==> config.mk <==
export PLATFORM = sky130hd
export DESIGN_NAME = ex_stage
export DESIGN_NICKNAME = d
export VERILOG_FILES = /design/src/rtl/ex_stage.sv
export SDC_FILE = /design/constraint.sdc
export NUM_CORES = 1
export LEC_CHECK = 0
export CAP_MARGIN = 0
export CELL_PAD_IN_SITES_DETAIL_PLACEMENT = 1
export CELL_PAD_IN_SITES_GLOBAL_PLACEMENT = 2
export CORE_UTILIZATION = 30
export CTS_CLUSTER_DIAMETER = 150
export DETAILED_ROUTE_END_ITERATION = 16
export PLACE_DENSITY = 0.95
export SYNTH_ARGS = -nofsm -noshare
export SYNTH_HDL_FRONTEND = slang
export SYNTH_SLANG_ARGS = --single-unit
==> constraint.sdc <==
create_clock -name clk -period 6.8 [get_ports clk]
set_input_delay 1.36 -clock clk [delete_from_list [all_inputs] [get_ports clk]]
set_output_delay 1.36 -clock clk [all_outputs]
set_load 0.02 [all_outputs]
==> src/rtl/ex_stage.sv <==
// Execute stage: operand forwarding, ALU, beq resolution and a single-entry output
// register with valid/ready handshake, stall hold and flush.
module ex_stage #(
  parameter int unsigned XLEN = 32
) (
  input  logic            clk,
  input  logic            rst_n,
  input  logic            id_valid,
  output logic            id_ready,
  input  logic [3:0]      id_alu_ctrl,
  input  logic [XLEN-1:0] id_rs1_data,
  input  logic [XLEN-1:0] id_rs2_data,
  input  logic [XLEN-1:0] id_imm,
  input  logic [XLEN-1:0] id_pc,
  input  logic            id_alu_src,
  input  logic            id_branch,
  input  logic            id_reg_write,
  input  logic [4:0]      id_rd,
  input  logic [1:0]      fwd_a_sel,
  input  logic [1:0]      fwd_b_sel,
  input  logic [XLEN-1:0] fwd_mem_data,
  input  logic [XLEN-1:0] fwd_wb_data,
  input  logic            flush,
  input  logic            mem_ready,
  output logic            ex_valid,
  output logic [XLEN-1:0] ex_alu_result,
  output logic [XLEN-1:0] ex_store_data,
  output logic [XLEN-1:0] ex_branch_target,
  output logic            ex_zero,
  output logic            ex_branch_taken,
  output logic            ex_reg_write,
  output logic            ex_illegal,
  output logic [4:0]      ex_rd
);

  localparam logic [3:0] OpAdd = 4'b0000;
  localparam logic [3:0] OpSub = 4'b1000;
  localparam logic [3:0] OpAnd = 4'b0111;
  localparam logic [3:0] OpOr  = 4'b0110;
  localparam logic [3:0] OpXor = 4'b0101;

  logic [XLEN-1:0] op_a, fwd_b, op_b, alu_res;
  logic            alu_illegal, alu_zero, accept;

  logic            valid_q, valid_d;
  logic [XLEN-1:0] result_q, result_d;
  logic [XLEN-1:0] store_q, store_d;
  logic [XLEN-1:0] target_q, target_d;
  logic            zero_q, zero_d;
  logic            taken_q, taken_d;
  logic            reg_write_q, reg_write_d;
  logic            illegal_q, illegal_d;
  logic [4:0]      rd_q, rd_d;

  always_comb begin
    op_a = id_rs1_data;
    case (fwd_a_sel)
      2'b01:   op_a = fwd_wb_data;
      2'b10:   op_a = fwd_mem_data;
      default: op_a = id_rs1_data;
    endcase
  end

  always_comb begin
    fwd_b = id_rs2_data;
    case (fwd_b_sel)
      2'b01:   fwd_b = fwd_wb_data;
      2'b10:   fwd_b = fwd_mem_data;
      default: fwd_b = id_rs2_data;
    endcase
  end

  assign op_b = id_alu_src ? id_imm : fwd_b;

  always_comb begin
    alu_res     = '0;
    alu_illegal = 1'b0;
    case (id_alu_ctrl)
      OpAdd:   alu_res = op_a + op_b;
      OpSub:   alu_res = op_a - op_b;
      OpAnd:   alu_res = op_a & op_b;
      OpOr:    alu_res = op_a | op_b;
      OpXor:   alu_res = op_a ^ op_b;
      default: alu_illegal = 1'b1;
    endcase
  end

  assign alu_zero = (alu_res == '0);
  assign id_ready = !valid_q || mem_ready;
  assign accept   = id_valid && id_ready && !flush;

  // Flush beats accept beats consume; otherwise the entry (and its data) is held.
  always_comb begin
    valid_d     = valid_q;
    result_d    = result_q;
    store_d     = store_q;
    target_d    = target_q;
    zero_d      = zero_q;
    taken_d     = taken_q;
    reg_write_d = reg_write_q;
    illegal_d   = illegal_q;
    rd_d        = rd_q;
    if (flush) begin
      valid_d = 1'b0;
    end else if (accept) begin
      valid_d     = 1'b1;
      result_d    = alu_res;
      store_d     = fwd_b;
      target_d    = id_pc + id_imm;
      zero_d      = alu_zero;
      taken_d     = id_branch && alu_zero && !alu_illegal;
      reg_write_d = id_reg_write;
      illegal_d   = alu_illegal;
      rd_d        = id_rd;
    end else if (mem_ready) begin
      valid_d = 1'b0;
    end
  end

  always_ff @(posedge clk or negedge rst_n) begin
    if (!rst_n) begin
      valid_q     <= 1'b0;
      result_q    <= '0;
      store_q     <= '0;
      target_q    <= '0;
      zero_q      <= 1'b0;
      taken_q     <= 1'b0;
      reg_write_q <= 1'b0;
      illegal_q   <= 1'b0;
      rd_q        <= '0;
    end else begin
      valid_q     <= valid_d;
      result_q    <= result_d;
      store_q     <= store_d;
      target_q    <= target_d;
      zero_q      <= zero_d;
      taken_q     <= taken_d;
      reg_write_q <= reg_write_d;
      illegal_q   <= illegal_d;
      rd_q        <= rd_d;
    end
  end

  assign ex_valid         = valid_q;
  assign ex_alu_result    = result_q;
  assign ex_store_data    = store_q;
  assign ex_branch_target = target_q;
  assign ex_zero          = zero_q;
  assign ex_illegal       = illegal_q;
  assign ex_rd            = rd_q;
  // Side-effect flags must never leak from an empty stage.
  assign ex_reg_write     = valid_q && reg_write_q;
  assign ex_branch_taken  = valid_q && taken_q;

endmodule

# Yosys cells after proc, flatten, opt, wreduce, memory -nomap -nowiden
# Cells that the tools add are included.
[op_classes] muxes=8 add_sub_neg=3 n_bitwise=4 n_eq_ne=8 reduce_logical=14
[ops] op="$pmux W32 S5" n=1
[ops] op="$pmux W32 S2" n=2
[ops] op="$add A32 B32 Y32" n=2
[ops] op="$and A32 B32 Y32" n=1
[ops] op="$logic_not A32 Y1" n=1
[ops] op="$mux W32" n=1
[ops] op="$or A32 B32 Y32" n=1
[ops] op="$sub A32 B32 Y32" n=1
[ops] op="$xor A32 B32 Y32" n=1
[ops] op="$eq A4 B3 Y1 const B" n=3
[ops] op="$logic_and A1 B1 Y1" n=6
[ops] op="$reduce_or A5 Y1" n=1
[ops] op="$eq A2 B1 Y1 const B" n=2
[ops] op="$eq A2 B2 Y1 const B" n=2
[ops] op="$eq A4 B4 Y1 const B" n=1
[ops] op="$logic_not A4 Y1" n=1
[ops] op="$mux W1" n=4
[ops] op="$reduce_bool A3 Y1" n=1
[ops] op="$logic_not A1 Y1" n=2
[ops] op="$reduce_and A2 Y1" n=1
[ops] op="$logic_or A1 B1 Y1" n=1
[ops] op="$not A1 Y1" n=1
[word_totals] wordCells=46 out_inout_bits=107 in_bits=213 regBits=106

# Depth between registers and ports, before layout
# Gate-level depths: netlist (run 1).
[logic_depth] ltp_word=8 ltp_mapped=29 ltp_nobuf=26

# Worst setup path after synthesis (run 1)
# No wires, ideal clock.
[synth_path] path_kind="input -> register" startpoint="input fwd_b_sel[0]" endpoint="register taken_q" stages=24 n_path_buf=3 required_ns=6.732 path_slack_ns=0.824 t_arrival_ns=5.908 setup_time_ns=0.068 path_cell_list="inv_1 ha_1 buf_6 buf_6 buf_2 a221oi_2 o22ai_1 o31ai_1 and4_1 nand2_1 nor2_1 a21oi_1 xnor2_1 ha_1 nand2_1 nor2_1 a211oi_1 o21a_1 a2111oi_0 a311o_1 nor4b_1 nand4_1 nor3_2 a32o_1"
[synth_via] elab_chain_cells=8 word_cells_on_any_way=13 cone_classes="add/sub: 2; eq/ne: 2; mux: 3; bitwise: 3; reduce/logical: 3"
[synth_rtl] item="start: declaration" line="20" text="input logic [1:0] fwd_b_sel,"
[synth_rtl] item="$eq A2 B2 Y1 or $eq A2 B1 Y1 (tied branches)" line="66" text="case (fwd_b_sel)"
[synth_rtl] item="$pmux W32 S2 *" line="66"
[synth_rtl] item="$mux W32 *" line="73" text="assign op_b = id_alu_src ? id_imm : fwd_b;"
[synth_rtl] item="$sub A32 B32 Y32, or another cell as far along" line="80" text="OpSub: alu_res = op_a - op_b;"
[synth_rtl] item="$pmux W32 S5 *" line="78" text="case (id_alu_ctrl)"
[synth_rtl] item="$logic_not A32 Y1 *" line="88" text="assign alu_zero = (alu_res == '0);"
[synth_rtl] item="$logic_and A1 B1 Y1 * (2 in a row)" line="111" text="taken_d = id_branch && alu_zero && !alu_illegal;"
[synth_rtl] item="end signal: assignment" line="137" text="taken_q <= taken_d;"
[synth_rtl] item="end: declaration" line="50" text="logic taken_q, taken_d;"
# Mark *: on every way between the ends. The rest lies on a longest branch, timed or not.
# A chain may end at the register's enable or synchronous reset.

# Worst setup path after layout (run 1)
# Ends and elaborated chain as after synthesis.

==> impl_metrics.py, run 1 <==
metrics = {
    "layout": {
        "drive_gt1_share_pct": 9.72,
        "syn_to_final_growth_pct": 38.8,
        "layout.nets": 2230,
        "multi_input_comb_area_um2": 8450,
        "final_design_area_no_fill_um2": 16400,
        "number_of_standard_cells_in_the_final_layout_excluding_fillers": 2407,
        "final_core_util_pct": 42.4,
        "regArea_um2": 2650,
        "fillCellCount": 4652,
    },
    "clock_tree": {
        "postCtsSetupRepairBufs": 0,
        "library_cell_used_as_clock_root_buffer": "sky130_fd_sc_hd__clkbuf_16",
        "cts_tree": "yes",
        "cts_num_sinks": 106,
        "clk_latency_ns": 0.39,
        "cts_resized": 0,
        "cts.hold.buffers_added": 0,
        "cts_htree_levels": 3,
        "clock_tree.buffer_depth": 2,
        "cts_buffer_count": 9,
        "worst_setup_hold_path_clk_slew_ns": 0.08,
    },
    "logic_synthesis": {
        "yosysWarnings": 0,
        "syn_inst": 1539,
        "dominantRegCellSynth": "sky130_fd_sc_hd__dfrtp_1",
        "yosys_register_bits": 106,
        "synth.yosys.seq_area_share_pct": 22.4,
        "post_synth_num_cell_types": 84,
        "synth.top_cells.by_area": "sky130_fd_sc_hd__dfrtp_1 (22%), sky130_fd_sc_hd__ha_1 (14%), sky130_fd_sc_hd__nand2_1 (7.9%), sky130_fd_sc_hd__o21ai_0 (6.5%), sky130_fd_sc_hd__xnor2_1 (4.1%)",
        "post-synth-top-area-fraction_pct": 22.4,
        "synth_largest_area_cell": "sky130_fd_sc_hd__dfrtp_1",
        "avgSynthCellArea_um2": 7.69,
        "synth_common_cells": "sky130_fd_sc_hd__nand2_1 (249), sky130_fd_sc_hd__o21ai_0 (153), sky130_fd_sc_hd__ha_1 (137)",
        "synth_async_sr_flop_share_pct": 100,
        "synth_nets": 1891,
        "post-synth-top-count-cell": "sky130_fd_sc_hd__nand2_1",
        "synth_enable_flop_cells": 0,
        "post_synth_instance_area_um2": 11800,
    },
    "route": {
        "detailedRoute.firstIterationViolations": 833,
        "via_per_inst": 5.50,
        "detail_route.drc_violations": 0,
        "detail_route.wl_per_cell_um": 22.5,
        "drt_pre_antenna_iters": 5,
        "route.final.wire_length_mm": 54.1,
        "drtAntennaViolNets": 0,
        "routed-via-count": 13228,
    },
    "power_and_ir_drop": {
        "power.share.switching_pct": 43.0,
        "clock_power_share_pct": 18.8,
        "report.power.total_mw": 3.25,
        "p_int_mw": 1.85,
        "power.sequential.fraction_pct": 25.1,
        "net-switching-power_mw": 1.40,
        "ir_drop_v": 0.000138,
        "pwr-share-comb_pct": 56.1,
        "power.density_nw_per_um2": 198,
        "power.leakage_nw": 7.14,
    },
    "worst_hold_path": {
        "hold_path.class": "flip-flop to flip-flop",
    },
    "global_routing": {
        "grt_start_max_net_pins": 86,
        "global_route_wire_length_before_repair_mm": 83.0,
        "antenna_violations_before_repair": 8,
        "vias_in_the_first_global_route": 14250,
        "track_usage_pct": 26.6,
        "grt_residual_overflow": 0,
    },
    "die": {
        "initial_core_util_pct": 30.6,
        "rows": 72,
        "dieWidth_um": 201,
        "floorplan.die.height_um": 201,
        "die_area_um2": 40200,
        "core-area_um2": 38700,
        "design.portCount": 320,
    },
    "run": {
        "drv.max_cap_violation_count": 0,
    },
    "sta": {
        "final-hold-violation-count": 0,
        "timing.final.max_slew_violations": 0,
        "clk_skew_ns": 0.0119,
        "timing.setup.tns_ns": 0,
        "finalCriticalPeriod_ns": 6.52,
        "setup-violations-final": 0,
        "slew_headroom_pct": 33.0,
        "worst-slew-pin-transition_ns": 0.995,
        "maxClockFrequency_ghz": 0.153,
        "rsz0062_at_grt": "no",
        "timing.final.crit_share_pct": 95.9,
    },
    "worst_setup_path": {
        "critPathCaptureType": "flip-flop",
        "worstPathRequired_ns": 7.12,
        "critPathKind": "input pin to flip-flop",
        "arrival_time_of_data_at_the_critical_path_endpoint_ns": 6.84,
        "path_max_fanout": 13,
        "startpoint_type": "input pin",
    },
    "place": {
        "dp_hpwl_mm": 43.8,
        "dpl-instance-area_um2": 16000,
        "globalplace.congestion": 0.943,
        "buffer_ports.inserted": 319,
        "place_inst": 2385,
    },
    "run_status": {
        "status": "complete, no violations",
    },
}
==> routing by layer <==
metal | vias to the layer above | GRT usage, % | wire, µm
met5 | - | 0 | 13
met1 | 6497 | 31.9 | 22600
met4 | 2 | 10.6 | 2010
met2 | 426 | 46.9 | 26500
met3 | 103 | 4.72 | 2870
li1 | 6200 | - | -
==> stage by stage <==
step / hold slack, ns / setup slack (ns)
final: 0.479 / 0.280
after global routing: 0.505 / 0.0285
after CTS: 0.483 / 0.206
after detailed placement: 0.461 / -0.173
after global placement: 0.453 / 0.00420
after floorplan: 0.438 / 0.824
==> registers in the layout (all words and copies together), names as in the netlist <==
signal and cells:
reg_write_q 1, ex_zero 1, ex_store_data 32, ex_valid 1, ex_illegal 1, ex_branch_target 32
taken_q 1, ex_rd 5, ex_alu_result 32
==> cell type report <==
class | instances | area share, %
flip-flops and latches | 106 | 16.2
clock buffers | 10 | 1.46
well taps | 518 | 3.95
diodes | 6 | 0.0914
repair buffers | 419 | 24.1
clock inverters | 6 | 0.442
multi-input cells | 1239 | 51.5
inverters | 103 | 2.35
==> cells by family after synthesis <==
kind of cell | synth area share [%]
compound gates | 29.5
simple gates | 19.3
buf+inv | 6.71
fa+ha+maj | 14.8
flops | 22.4
xor+xnor | 5.25
mux | 1.99
==> power by group through the flow <==
stage / Combinational, mW / Clock [mW] / Sequential (mW)
after CTS: 1.82 / 0.631 / 0.818
final: 1.83 / 0.610 / 0.816
after floorplan: 0.844 / 0 / 0.967
after global placement: 1.75 / 0 / 0.825
after detailed placement: 1.81 / 0 / 0.829
after global routing: 1.97 / 0.641 / 0.832
==> path summary, 6_finish.rpt <==
path	to	cells past startpoint	slack (ns)	from
max in group asynchronous	ex_branch_target[8]	2	4.50	rst_n
min in group asynchronous	ex_branch_target[1]	1	0.99	rst_n
worst min-delay path	ex_rd[4]	2	0.48	ex_rd[4]
worst max register to register	taken_q	14	3.52	ex_valid
worst max-delay path	taken_q	26	0.28	fwd_b_sel[0]
worst min register to register	ex_rd[4]	2	0.48	ex_rd[4]
==> cell usage in the layout, fill, tap and decap left out, types with 8 or more instances in the layout <==
| cell type | count |
|---|---|
| sky130_fd_sc_hd__buf_4 | 99 |
| sky130_fd_sc_hd__nor3_1 | 15 |
| sky130_fd_sc_hd__a221oi_2 | 8 |
| sky130_fd_sc_hd__and3_1 | 11 |
| sky130_fd_sc_hd__nand4_1 | 12 |
| sky130_fd_sc_hd__o31ai_1 | 37 |
| sky130_fd_sc_hd__ha_1 | 135 |
| sky130_fd_sc_hd__nand3_1 | 15 |
| sky130_fd_sc_hd__nor2_1 | 88 |
| sky130_fd_sc_hd__o22ai_1 | 9 |
| sky130_fd_sc_hd__dfrtp_1 | 106 |
| sky130_fd_sc_hd__nor2b_1 | 32 |
| sky130_fd_sc_hd__nand2_1 | 249 |
| sky130_fd_sc_hd__clkdlybuf4s50_1 | 316 |
| sky130_fd_sc_hd__and2_1 | 10 |
| sky130_fd_sc_hd__a21oi_1 | 68 |
| sky130_fd_sc_hd__inv_1 | 102 |
| sky130_fd_sc_hd__o21a_1 | 16 |
| sky130_fd_sc_hd__a22oi_1 | 58 |
| sky130_fd_sc_hd__a21o_1 | 18 |
| sky130_fd_sc_hd__o31ai_2 | 11 |
| sky130_fd_sc_hd__mux2i_1 | 10 |
| sky130_fd_sc_hd__mux2_2 | 12 |
| sky130_fd_sc_hd__xor2_1 | 16 |
| sky130_fd_sc_hd__o211ai_1 | 12 |
| sky130_fd_sc_hd__a221oi_1 | 20 |
| sky130_fd_sc_hd__xnor2_1 | 55 |
| sky130_fd_sc_hd__nand2b_1 | 13 |
| sky130_fd_sc_hd__clkbuf_16 | 9 |
| sky130_fd_sc_hd__a31oi_1 | 17 |
| sky130_fd_sc_hd__o21ai_0 | 153 |
==> worst max-delay path, cell delays in order <==
cell                              delay, ns
sky130_fd_sc_hd__clkdlybuf4s50_1       0.49
sky130_fd_sc_hd__inv_1                 0.05
sky130_fd_sc_hd__ha_2                  0.29
sky130_fd_sc_hd__buf_4                 0.20
sky130_fd_sc_hd__a221oi_1              0.53
sky130_fd_sc_hd__o31ai_1               0.14
sky130_fd_sc_hd__nor2_1                0.14
sky130_fd_sc_hd__and4_1                0.26
sky130_fd_sc_hd__nand2_1               0.09
sky130_fd_sc_hd__nor2_1                0.23
sky130_fd_sc_hd__nand2_1               0.18
sky130_fd_sc_hd__o21ai_0               0.25
sky130_fd_sc_hd__xnor2_1               0.16
sky130_fd_sc_hd__ha_1                  0.28
sky130_fd_sc_hd__nand2_1               0.10
sky130_fd_sc_hd__buf_4                 0.11
sky130_fd_sc_hd__nor2_1                0.05
sky130_fd_sc_hd__o211ai_1              0.15
sky130_fd_sc_hd__o211ai_1              0.27
sky130_fd_sc_hd__or3_1                 0.37
sky130_fd_sc_hd__a31oi_1               0.20
sky130_fd_sc_hd__xnor2_1               0.11
sky130_fd_sc_hd__a211oi_1              0.23
sky130_fd_sc_hd__nand4_1               0.17
sky130_fd_sc_hd__nor3_2                0.24
sky130_fd_sc_hd__a32o_1                0.18
Note: power is estimated with default switching activity, not from simulation.
==> run 2: changes to the inputs <==
--- a/config.mk
+++ b/config.mk
@@ -11,7 +11,7 @@
 export CORE_UTILIZATION = 30
 export CTS_CLUSTER_DIAMETER = 150
 export DETAILED_ROUTE_END_ITERATION = 16
-export PLACE_DENSITY = 0.95
+export PLACE_DENSITY_LB_ADDON = 0.1
 export SYNTH_ARGS = -nofsm -noshare
 export SYNTH_HDL_FRONTEND = slang
 export SYNTH_SLANG_ARGS = --single-unit
==> run 2 against run 1 <==
Clock power decreased by 2%. Cell count up 1.9%. Wire length down 0.48%. Global-route usage increased by 0.24 points. Sequential power is 0.5% lower. Register-to-register slack better by 0.02 ns. Sequential share of layout area decreased by 0.37 points. Clock skew grew 0.0017 ns. Setup slack better by 0.14 ns. Critical path type unchanged. Maximum frequency rose by 2.1%. First-iteration DRC count down 32%. Die area is the same.
==> impl_metrics.py, run 2 (synthesis gave the netlist of run 1 again) <==
metrics = {
    "place": {
        "dpl-instance-area_um2": 16400,
        "buffer_ports.inserted": 319,
        "place_inst": 2425,
        "globalplace.congestion": 0.908,
        "dp_hpwl_mm": 44.0,
        "post-place-ws_ns": -0.177,
    },
    "sta": {
        "rsz0062_at_grt": "no",
        "slew_headroom_pct": 34.8,
        "final-hold-violation-count": 0,
        "clk_skew_ns": 0.0136,
        "timing.final.max_slew_violations": 0,
        "postLayoutSetupSlackWorst_ns": 0.416,
        "worst-slew-pin-transition_ns": 0.967,
        "finalCriticalPeriod_ns": 6.38,
        "timing.final.crit_share_pct": 93.9,
        "maxClockFrequency_ghz": 0.157,
        "setup-violations-final": 0,
    },
    "worst_setup_path": {
        "startpoint_type": "input pin",
        "worstPathRequired_ns": 7.15,
        "setup.reg_to_reg.worst_slack_ns": 3.54,
        "critPathCaptureType": "flip-flop",
        "arrival_time_of_data_at_the_critical_path_endpoint_ns": 6.74,
        "path_max_fanout": 21,
        "critPathKind": "input pin to flip-flop",
    },
    "run": {
        "drv.max_cap_violation_count": 0,
    },
    "layout": {
        "most-common-layout-cells": "sky130_fd_sc_hd__clkdlybuf4s50_1 (316), sky130_fd_sc_hd__nand2_1 (249), sky130_fd_sc_hd__o21ai_0 (152)",
        "regArea_um2": 2650,
        "layout.nets": 2271,
        "multi_input_comb_area_um2": 8510,
        "final_design_area_no_fill_um2": 16800,
        "fillCellCount": 4696,
        "number_of_standard_cells_in_the_final_layout_excluding_fillers": 2453,
        "syn_to_final_growth_pct": 42.0,
        "layout.cells.most_common": "sky130_fd_sc_hd__clkdlybuf4s50_1",
        "drive_gt1_share_pct": 12.1,
    },
    "clock_tree": {
        "clk_latency_ns": 0.41,
        "library_cell_used_as_clock_root_buffer": "sky130_fd_sc_hd__clkbuf_16",
        "cts_htree_levels": 3,
        "cts_tree": "yes",
        "worst_setup_hold_path_clk_slew_ns": 0.08,
        "clock_tree.buffer_depth": 2,
        "cts_num_sinks": 106,
        "cts_buffer_count": 9,
        "cts.hold.buffers_added": 0,
    },
    "global_routing": {
        "track_usage_pct": 26.9,
        "global_route_wire_length_before_repair_mm": 82.8,
        "grt_start_max_net_pins": 165,
        "antenna_violations_before_repair": 13,
        "vias_in_the_first_global_route": 13862,
        "grt_residual_overflow": 0,
    },
    "die": {
        "core-area_um2": 38700,
        "design.portCount": 320,
        "floorplan.die.height_um": 201,
        "rows": 72,
        "initial_core_util_pct": 30.6,
        "dieWidth_um": 201,
        "die_area_um2": 40200,
    },
    "route": {
        "detailedRoute.firstIterationViolations": 570,
        "detail_route.drc_violations": 0,
        "drt_pre_antenna_iters": 5,
        "detail_route.wl_per_cell_um": 21.9,
        "route.final.wire_length_mm": 53.8,
        "via_per_inst": 5.31,
        "routed-via-count": 13028,
        "drtAntennaViolNets": 0,
    },
    "run_status": {
        "status": "complete, no violations",
    },
    "worst_hold_path": {
        "hold_path.class": "flip-flop to flip-flop",
    },
    "power_and_ir_drop": {
        "power.density_nw_per_um2": 196,
        "ir_drop_v": 0.000150,
        "power.leakage_nw": 7.36,
    },
}
run 2: path summary, 6_finish.rpt:
path	startpoint	end	cells after the start
min	ex_rd[2]	ex_rd[2]	2
max reg2reg	ex_valid	taken_q	13
min reg2reg	ex_rd[2]	ex_rd[2]	2
min in group asynchronous	rst_n	ex_branch_target[10]	1
max	fwd_b_sel[0]	taken_q	25
max in group asynchronous	rst_n	ex_alu_result[30]	2
run 2: power by group:
| group | internal (mW) | switching, mW |
|---|---|---|
| sequential | 0.748 | 0.0644 |
| combinational | 0.860 | 1.03 |
| clock | 0.297 | 0.302 |
run 2: per-stage QoR:
step	utilization (%)	hold slack [ns]	total power [mW]	setup TNS, ns
after floorplan	-	0.438	1.81	0
after global placement	42.3	0.458	2.67	-0.255
after CTS	43.0	0.481	3.33	0
after global routing	43.4	0.505	3.53	0
final	43.4	0.473	3.30	0
after detailed placement	42.3	0.463	2.70	-0.331
run 2: metal layers:
metal  up-vias  routed length, µm  GRT usage, %
li1       6303                  -             -
met4         2               1930          12.2
met1      6338              22700          31.7
met2       314              26700          47.5
met3        71               2470          4.51
met5         -                 14             0
run 2: what timing repair did:
| action | in CTS | in global routing |
|---|---|---|
| setup endpoints to repair | 0 | 3 |
| resized for setup | 0 | 23 |
| buffers inserted | 0 | 1 |
run 2: worst max-delay path, stage by stage:
cell and delay, ns:
sky130_fd_sc_hd__clkdlybuf4s50_1 0.52, sky130_fd_sc_hd__inv_1 0.06, sky130_fd_sc_hd__ha_2 0.30, sky130_fd_sc_hd__buf_12 0.16
sky130_fd_sc_hd__a221oi_1 0.32, sky130_fd_sc_hd__o31a_2 0.21, sky130_fd_sc_hd__inv_1 0.06, sky130_fd_sc_hd__nor3_2 0.21
sky130_fd_sc_hd__and3_1 0.28, sky130_fd_sc_hd__a31oi_1 0.12, sky130_fd_sc_hd__xnor2_1 0.28, sky130_fd_sc_hd__ha_1 0.31
sky130_fd_sc_hd__and4_1 0.21, sky130_fd_sc_hd__o211ai_1 0.09, sky130_fd_sc_hd__a21oi_1 0.09, sky130_fd_sc_hd__buf_4 0.16
sky130_fd_sc_hd__o211ai_1 0.28, sky130_fd_sc_hd__a211oi_1 0.12, sky130_fd_sc_hd__nand3b_1 0.19, sky130_fd_sc_hd__a2111oi_1 0.46
sky130_fd_sc_hd__buf_4 0.20, sky130_fd_sc_hd__and4_1 0.22, sky130_fd_sc_hd__nand4_1 0.13, sky130_fd_sc_hd__nor3_2 0.22
sky130_fd_sc_hd__a32o_1 0.18
run 2: cell type report:
cell class	instances	area share, %
Inverter	103	2.30
Sequential cell	106	15.8
Clock inverter	5	0.365
Multi-Input combinational cell	1239	50.7
Tap cell	518	3.86
Clock buffer	10	1.42
Timing Repair Buffer	460	25.4
Antenna cell	12	0.179
==> run 3: changes to the inputs <==
--- a/config.mk
+++ b/config.mk
@@ -11,6 +11,7 @@
 export CORE_UTILIZATION = 30
 export CTS_CLUSTER_DIAMETER = 150
 export DETAILED_ROUTE_END_ITERATION = 16
+export HOLD_SLACK_MARGIN = 0.02
 export PLACE_DENSITY_LB_ADDON = 0.1
 export SYNTH_ARGS = -nofsm -noshare
 export SYNTH_HDL_FRONTEND = slang
==> constraint.sdc (replaced) <==
create_clock -name clk -period 6.8 [get_ports clk]
set_input_delay 0.68 -clock clk [delete_from_list [all_inputs] [get_ports clk]]
set_output_delay 0.68 -clock clk [all_outputs]
set_load 0.02 [all_outputs]
==> run 3 against run 2 <==
Utilization decreased by 2.3 points. Non-clock buffer count decreased by 101. Clock skew increased by 0.00086 ns. Sequential cell count unchanged. Total power decreased by 4.6%. Highest routed layer unchanged.
==> impl_metrics.py, run 3 (synthesis gave the netlist of run 1 again) <==
metrics = {
    "power_and_ir_drop": {
        "power.density_nw_per_um2": 198,
        "ir_drop_v": 0.000124,
        "clock_power_share_pct": 19.2,
        "power.share.switching_pct": 42.9,
        "report.power.total_mw": 3.15,
        "net-switching-power_mw": 1.35,
        "p_int_mw": 1.80,
        "pwr-share-comb_pct": 54.9,
        "power.leakage_nw": 6.82,
        "power.sequential.fraction_pct": 25.9,
    },
    "die": {
        "rows": 72,
        "die_area_um2": 40200,
        "floorplan.die.height_um": 201,
        "initial_core_util_pct": 30.6,
        "design.portCount": 320,
        "core-area_um2": 38700,
        "dieWidth_um": 201,
    },
    "sta": {
        "worst-slew-pin-transition_ns": 1.04,
        "hold-worst-slack_ns": 0.326,
        "maxClockFrequency_ghz": 0.161,
        "slew_headroom_pct": 29.8,
        "finalCriticalPeriod_ns": 6.21,
        "clk_skew_ns": 0.0145,
        "timing.setup.tns_ns": 0,
        "timing.final.crit_share_pct": 91.3,
        "setup-violations-final": 0,
        "final-hold-violation-count": 0,
        "timing.final.max_slew_violations": 0,
        "rsz0062_at_grt": "no",
    },
    "clock_tree": {
        "library_cell_used_as_clock_root_buffer": "sky130_fd_sc_hd__clkbuf_16",
        "cts_htree_levels": 3,
        "cts_buffer_count": 9,
        "worst_setup_hold_path_clk_slew_ns": 0.10,
        "cts_num_sinks": 106,
        "cts_tree": "yes",
        "clock_tree.buffer_depth": 2,
        "postCtsSetupRepairBufs": 0,
        "clk_latency_ns": 0.39,
    },
    "worst_setup_path": {
        "critPathCaptureType": "flip-flop",
        "critPathKind": "input pin to flip-flop",
        "worstPathRequired_ns": 7.13,
        "arrival_time_of_data_at_the_critical_path_endpoint_ns": 6.54,
        "path_max_fanout": 20,
        "startpoint_type": "input pin",
        "worst_case_reg_to_reg_path_depth": 13,
    },
    "global_routing": {
        "global_route_wire_length_before_repair_mm": 80.9,
        "grt_start_max_net_pins": 96,
        "antenna_violations_before_repair": 13,
        "grt_residual_overflow": 0,
        "track_usage_pct": 26.4,
        "vias_in_the_first_global_route": 13325,
    },
    "worst_hold_path": {
        "hold_path.class": "input pin to asynchronous set/reset pin",
    },
    "place": {
        "place_inst": 2325,
        "globalplace.congestion": 0.894,
        "buffer_ports.inserted": 319,
        "dp_hpwl_mm": 43.1,
    },
    "layout": {
        "layout.nets": 2170,
        "layout.cells.most_common": "sky130_fd_sc_hd__clkdlybuf4s50_1",
        "syn_to_final_growth_pct": 34.5,
        "drive_gt1_share_pct": 6.25,
        "regArea_um2": 2650,
        "multi_input_comb_area_um2": 8420,
        "fillCellCount": 4679,
        "most-common-layout-cells": "sky130_fd_sc_hd__clkdlybuf4s50_1 (316), sky130_fd_sc_hd__nand2_1 (249), sky130_fd_sc_hd__o21ai_0 (153)",
        "number_of_standard_cells_in_the_final_layout_excluding_fillers": 2351,
    },
    "route": {
        "detail_route.drc_violations": 0,
        "drtAntennaViolNets": 0,
        "routed-via-count": 12674,
        "route.final.wire_length_mm": 52.8,
        "detail_route.wl_per_cell_um": 22.5,
        "via_per_inst": 5.39,
        "drt_pre_antenna_iters": 5,
        "detailedRoute.firstIterationViolations": 626,
    },
    "run": {
        "drv.max_cap_violation_count": 0,
    },
    "run_status": {
        "status": "complete, no violations",
    },
}
run 3: final timing paths:
path,slack [ns],to,startpoint
max reg2reg,3.41,taken_q,ex_valid
min in group clk,0.48,ex_rd[2],ex_rd[2]
max in group asynchronous,5.14,ex_store_data[0],rst_n
max,0.59,taken_q,fwd_b_sel[1]
min,0.33,ex_branch_target[10],rst_n
min reg2reg,0.48,ex_rd[2],ex_rd[2]
run 3: area by class of cell:
cell class              count  area share, %
repair buffers            359           21.9
clock inverters             6          0.464
diodes                     10          0.157
multi-input cells        1239           52.9
clock buffers              10           1.50
well taps                 518           4.07
flip-flops and latches    106           16.7
inverters                 103           2.43
run 3: power by group through the flow:
| stage | Sequential [mW] | Clock (mW) | Combinational (mW) |
|---|---|---|---|
| finish | 0.815 | 0.605 | 1.73 |
| global route | 0.831 | 0.650 | 1.89 |
| CTS | 0.817 | 0.630 | 1.74 |
| detailed placement | 0.829 | 0 | 1.73 |
| global placement | 0.823 | 0 | 1.71 |
| floorplan | 0.967 | 0 | 0.844 |
run 3: worst max-delay path, cell delays in order:
cell and delay, ns:
sky130_fd_sc_hd__clkdlybuf4s50_1 0.52, sky130_fd_sc_hd__inv_1 0.06, sky130_fd_sc_hd__ha_1 0.19, sky130_fd_sc_hd__buf_4 0.22
sky130_fd_sc_hd__a221oi_1 0.38, sky130_fd_sc_hd__o31a_2 0.28, sky130_fd_sc_hd__inv_1 0.13, sky130_fd_sc_hd__nor3_2 0.31
sky130_fd_sc_hd__and4_1 0.32, sky130_fd_sc_hd__and2_1 0.20, sky130_fd_sc_hd__nand2_1 0.11, sky130_fd_sc_hd__o21ai_0 0.49
sky130_fd_sc_hd__a31oi_1 0.20, sky130_fd_sc_hd__xnor2_1 0.16, sky130_fd_sc_hd__ha_1 0.43, sky130_fd_sc_hd__a21o_1 0.24
sky130_fd_sc_hd__a41oi_1 0.25, sky130_fd_sc_hd__nor2_1 0.07, sky130_fd_sc_hd__o31ai_1 0.12, sky130_fd_sc_hd__and3_1 0.22
sky130_fd_sc_hd__o31ai_1 0.08, sky130_fd_sc_hd__a211oi_1 0.26, sky130_fd_sc_hd__nand4_1 0.19, sky130_fd_sc_hd__nor3_2 0.26
sky130_fd_sc_hd__a32o_1 0.18
run 3: layer usage:
layer	vias up	GRT usage, %	share of wire [%]
li1	6103	-	-
met1	6200	31.2	42
met2	311	47.3	50
met3	56	5.42	5.2
met4	4	8.72	2.4
met5	-	0	0.047
run 3: through the flow:
stage	area [µm²]	setup WS (ns)	utilization, %
5_1_grt	15900	0.0881	41.1
4_1_cts	15900	0.542	41.0
6_report	15900	0.594	41.1
3_3_place_gp	15600	0.274	40.2
2_1_floorplan	11800	1.50	-
3_5_place_dp	15600	0.141	40.2
run 3: timing repair:
item / in CTS / in global routing
setup endpoints to repair: 0 / 1
hold buffers: 0 / 0
resized for setup: 0 / 1
